<file path="src/rtl/rom_arbiter.sv">
// rom_arbiter: two-port round-robin arbiter in front of a 128-byte word-read ROM.
// One transaction is in flight at a time: IDLE grants a requester, ISSUE drives
// a single ROM read, RESP presents the word to the owning port until it is taken.
// Out-of-range addresses skip the ROM and return an error response.
//
// Ports:
//   clk, rst_n               clock, synchronous active-low reset
//   req{0,1}_valid/addr      request handshake and byte address (port 0 fetch, port 1 data)
//   req{0,1}_ready           request accepted this cycle (IDLE only, granted port only)
//   rsp{0,1}_valid/ready     response handshake
//   rsp{0,1}_data/err        read word / error flag, held stable while valid
//   rom_addr, rom_enable     ROM read address and enable (enable high only in ISSUE)
//   rom_out                  ROM registered read word, valid the cycle after enable
//
// Configuration:
//   ROM_ARB_ALIGN_CHECK_EN   when defined, addresses with addr[1:0] != 0 are errors too.
module rom_arbiter #(
  parameter int unsigned ROM_MAX_ADDR = 124
) (
  input  logic        clk,
  input  logic        rst_n,
  input  logic        req0_valid,
  input  logic [31:0] req0_addr,
  output logic        req0_ready,
  output logic        rsp0_valid,
  input  logic        rsp0_ready,
  output logic [31:0] rsp0_data,
  output logic        rsp0_err,
  input  logic        req1_valid,
  input  logic [31:0] req1_addr,
  output logic        req1_ready,
  output logic        rsp1_valid,
  input  logic        rsp1_ready,
  output logic [31:0] rsp1_data,
  output logic        rsp1_err,
  output logic [31:0] rom_addr,
  output logic        rom_enable,
  input  logic [31:0] rom_out
);

  localparam int unsigned AW = 32;
  localparam int unsigned DW = 32;
  localparam logic [AW-1:0] MAX_ADDR = AW'(ROM_MAX_ADDR);

  typedef enum logic [1:0] {
    IDLE  = 2'd0,
    ISSUE = 2'd1,
    RESP  = 2'd2
  } state_t;

  state_t        state;
  logic          owner;        // port that owns the in-flight transaction
  logic          last_q;       // port granted most recently
  logic [AW-1:0] addr_q;
  logic          err_q;
  logic          rsp_valid_q;
  logic          live_q;       // first RESP cycle of a legal read: word comes straight from rom_out
  logic [DW-1:0] data_q;

  logic          gnt1_c;
  logic          accept_c;
  logic [AW-1:0] acc_addr_c;
  logic          bad_c;
  logic          rsp_ready_c;
  logic [DW-1:0] rsp_data_c;

  // Round-robin grant: a lone requester wins, a tie goes to the port not granted last.
  assign gnt1_c     = req1_valid & (~req0_valid | ~last_q);
  assign accept_c   = (state == IDLE) & (req0_valid | req1_valid);
  assign acc_addr_c = gnt1_c ? req1_addr : req0_addr;

  assign req0_ready = rst_n & (state == IDLE) & req0_valid & ~gnt1_c;
  assign req1_ready = rst_n & (state == IDLE) & gnt1_c;

  // Unsigned full-width range compare, so wrap-around values are errors too.
`ifdef ROM_ARB_ALIGN_CHECK_EN
  assign bad_c = (acc_addr_c > MAX_ADDR) || (acc_addr_c[1:0] != 2'b00);
`else
  assign bad_c = (acc_addr_c > MAX_ADDR);
`endif

  assign rsp_ready_c = owner ? rsp1_ready : rsp0_ready;

  // ROM data lands one cycle after ISSUE; it is captured into data_q to stay stable afterwards.
  assign rsp_data_c = live_q ? rom_out : data_q;

  assign rsp0_valid = rsp_valid_q & ~owner;
  assign rsp1_valid = rsp_valid_q & owner;
  assign rsp0_data  = rsp0_valid ? rsp_data_c : '0;
  assign rsp1_data  = rsp1_valid ? rsp_data_c : '0;
  assign rsp0_err   = rsp0_valid & err_q;
  assign rsp1_err   = rsp1_valid & err_q;
  assign rom_addr   = addr_q;

  // Transaction FSM with registered response and ROM controls.
  always_ff @(posedge clk) begin
    if (!rst_n) begin
      state       <= IDLE;
      owner       <= 1'b0;
      last_q      <= 1'b1;
      addr_q      <= '0;
      err_q       <= 1'b0;
      rsp_valid_q <= 1'b0;
      live_q      <= 1'b0;
      data_q      <= '0;
      rom_enable  <= 1'b0;
    end else begin
      case (state)
        IDLE: begin
          if (accept_c) begin
            addr_q <= acc_addr_c;
            owner  <= gnt1_c;
            last_q <= gnt1_c;
            err_q  <= bad_c;
            if (bad_c) begin
              data_q      <= '0;
              live_q      <= 1'b0;
              rsp_valid_q <= 1'b1;
              state       <= RESP;
            end else begin
              rom_enable <= 1'b1;
              state      <= ISSUE;
            end
          end
        end
        ISSUE: begin
          rom_enable  <= 1'b0;
          rsp_valid_q <= 1'b1;
          live_q      <= 1'b1;
          state       <= RESP;
        end
        RESP: begin
          if (live_q) begin
            data_q <= rom_out;
            live_q <= 1'b0;
          end
          if (rsp_ready_c) begin
            rsp_valid_q <= 1'b0;
            live_q      <= 1'b0;
            state       <= IDLE;
          end
        end
        default: begin
          rom_enable  <= 1'b0;
          rsp_valid_q <= 1'b0;
          state       <= IDLE;
        end
      endcase
    end
  end

endmodule

</file>
<file path="config.mk">
export PLATFORM = sky130hd
export DESIGN_NAME = rom_arbiter
export DESIGN_NICKNAME = d
export VERILOG_FILES = /design/src/rtl/rom_arbiter.sv
export SDC_FILE = /design/constraint.sdc
export NUM_CORES = 1
export LEC_CHECK = 0
export CORE_MARGIN = 5
export CORE_UTILIZATION = 57
export DETAILED_ROUTE_END_ITERATION = 16
export DONT_BUFFER_PORTS = 1
export PLACE_DENSITY = 0.77
export SLEW_MARGIN = 0
export SYNTH_ARGS = -nofsm -noshare
export SYNTH_HDL_FRONTEND = slang
export SYNTH_SLANG_ARGS = --single-unit
</file>
<file path="constraint.sdc">
create_clock -name clk -period 1.9 [get_ports clk]
set_clock_uncertainty 0.15 [all_clocks]
set_input_delay 0.38 -clock clk [delete_from_list [all_inputs] [get_ports clk]]
set_output_delay 0.38 -clock clk [all_outputs]
set_load 0.03 [all_outputs]
</file>
==> results.yml <==
clock_tree:
  insertion_delay_ps: 340
  cts_tree: "built"
  ctsRootBufferMaster: "clkbuf_8"
  cts_buffers: 9
  clockBufferDepth: 2
  clk_pin_slew_ps: 80
  cts.sinks: 72
  htree_levels: 3
cells_and_area:
  area_delta_synth_final_pct: 44.65
  postLayoutCoreUtil_pct: 83.61
  antenna_cells: 0
  nets: 641
  multiInputGateArea_sq_um: 2666
  seq_area_sq_um: 1453
  n_fill_cell: 374
  drive_gt1_share_pct: 45.22
  final_cell_area_sq_um: 5618
floorplanning:
  start_util_pct: 57.80
  die-height_microns: 92.55
  io_pins: 205
  fp.dieArea_sq_um: 8565
  dieWidth_microns: 92.55
  rows: 30
  core_area_sq_um: 6719
critical_path:
  arrival_ps: 1570
  start_kind: "register"
  crit_type: "register to output port"
  startpoint: "live_q"
  worstPathRequired_ps: 1370
  cp-end-kind: "output port"
  rr_startpoint: "live_q"
  worst-path-max-fanout: 11
synthesis:
  ys.flop_type: "dfxtp_1"
  yosysMostFrequentCell: "nor2_1"
  yosys.area.top_type: "dfxtp_1"
  yosysTopAreaCellShare_pct: 37.11
  synth.distinct_cells: 28
  synth.net_count: 572
  synth_commonest_cells: "nor2_1 (106), dfxtp_1 (72), mux2i_1 (65), inv_1 (37)"
  synth_area_leaders: "dfxtp_1 (37%), mux2i_1 (17%), nor2_1 (10%)"
  syn_area_per_cell_sq_um: 8.263
  synthCells: 470
  syn_area_sq_um: 3884
  synth_edf_count: 0
  synth-async-reset-ratio_pct: 0
  ys_seq_area_share_pct: 37.11
  synth_warnings: 0
  synth-seq-cells: 72
power:
  p_leak_nw: 1.912
  p_sw_share_pct: 29.89
  peakVddDrop_v: 0.0006084
  sequentialPowerShare_pct: 48.1
  clkPwrFrac_pct: 37.3
  total_power_mw: 3.867
  p_int_mw: 2.711
  power_density_nw_per_um2: 688.3
  pwr-share-comb_pct: 14.6
  switching_power_mw: 1.156
grt:
  grt_pass1_wl_microns: 19910
  grt_max_degree: 54
  grt.total_usage_pct: 29.38
  grt-ovfl-total: 0
  grt_pass1_vias: 3970
  antenna_found_initial: 0
detailed_routing:
  viasPerCell: 6.380
  drt_iter0_drc: 238
  vias: 3981
  wl_microns: 14200
  antenna_left: 0
  drc_errors: 0
  wl_per_cell_microns: 22.76
  drtPass1Iterations: 4
placement:
  place_congestion: 0.7964
  place_ws_ps: -202.9
  dpl-instance-area_sq_um: 4707
  portBuffers: 0
  dp_hpwl_microns: 8601
run:
  drv_cap: 0
run_status:
  violations: "setup timing"
  run_status: "complete, but fails checks"
sta:
  hold_viol: 0
  fin_crit_sh_pct: 110.7
  relSlewSlack_pct: 70.54
  clock.fmax_ghz: 0.4753
  fin_ws_ps: -204.0
  rsz0062_at_grt: "true"
  fin_crit_ps: 2104
  drv_slew: 0
  tns_ps: -6321
  worstMarginPinSlew_ps: 437.9
  setup_viol: 64
worst_hold_path:
  hold_start: "rom_out[0]"
  hp-class: "input port to register"
## kinds of logic (layout without fill, tap and decap cells)
group                  count (synthesis)  after routing  synth area share [%]
AO/OA/AOI/OAI                        119            119                 23.10
buffers and inverters                 74            148                 7.860
flip-flops                            72             72                 37.11
multiplexers                          65             65                 16.75
AND/OR/NAND/NOR                      140            140                 15.17
## layout by cell type (no fill, tap or decap), types with 9 or more instances in the layout
master    count
a211oi_1     32
a22oi_1      29
buf_4        37
buf_6        46
clkbuf_8      9
dfxtp_1      67
inv_1        37
mux2i_1      33
mux2i_2       9
mux2i_4      23
nor2_1       45
nor2_2       60
o21ai_0       9
o21ai_2      30
## stage by stage
| stage | hold WS [ps] | cells |
|---|---|---|
| global route | 13.58 | 624 |
| global placement | 314.8 | 600 |
| floorplan | 306.5 | 470 |
| detailed placement | 321.4 | 600 |
| CTS | 14.19 | 623 |
| finish | 31.51 | 624 |
## critical path: stages, from the launching register on
cell and delay [ps]:
dfxtp_4 410, buf_12 190, mux2i_2 340, nor2_2 120, buf_6 160
## routing by layer
layer	vias up	GRT usage [%]	wire (microns)
li1	1800	-	-
met1	1864	28.41	4605
met2	252	54.92	7455
met3	65	7.961	1280
met4	0	17.70	862
met5	-	0	0
## final cells by class
type / count / area share, %
multi-input cells: 324 / 47.46
well taps: 80 / 1.782
clock inverters: 6 / 1.915
repair buffers: 94 / 18.17
flip-flops and latches: 72 / 25.86
clock buffers: 10 / 2.272
inverters: 38 / 2.539
## power groups by stage
stage	logic, mW	clock network [mW]	registers, mW
after floorplan	0.380	0	1.85
after global placement	0.464	0	1.89
after detailed placement	0.481	0	1.89
after CTS	0.527	1.44	1.86
after global routing	0.617	1.52	1.87
final	0.563	1.44	1.86
## repair_timing
action,4_1_cts,5_1_grt
endpoints found under the setup margin,70,86
pin swaps,1,1
gates cloned,2,1
setup buffers,4,0
hold buffers,1,0
resized for setup,81,41
hold endpoints to repair,1,0
## final timing paths
check	to	slack, ps	cells after the start
worst max register to register	data_q[2]	20	8
worst min register to register	data_q[4]	350	2
worst max-delay path	rsp0_data[9]	-200	4
worst min-delay path	data_q[0]	30	2
## registers in the layout, summed over array words and instances (netlist names)
register     flops
data_q          32
err_q            1
last_q           1
live_q           1
owner            1
rom_addr        32
rom_enable       1
rsp_valid_q      1
state            2
No activity file was read; power rests on OpenSTA's default activity.
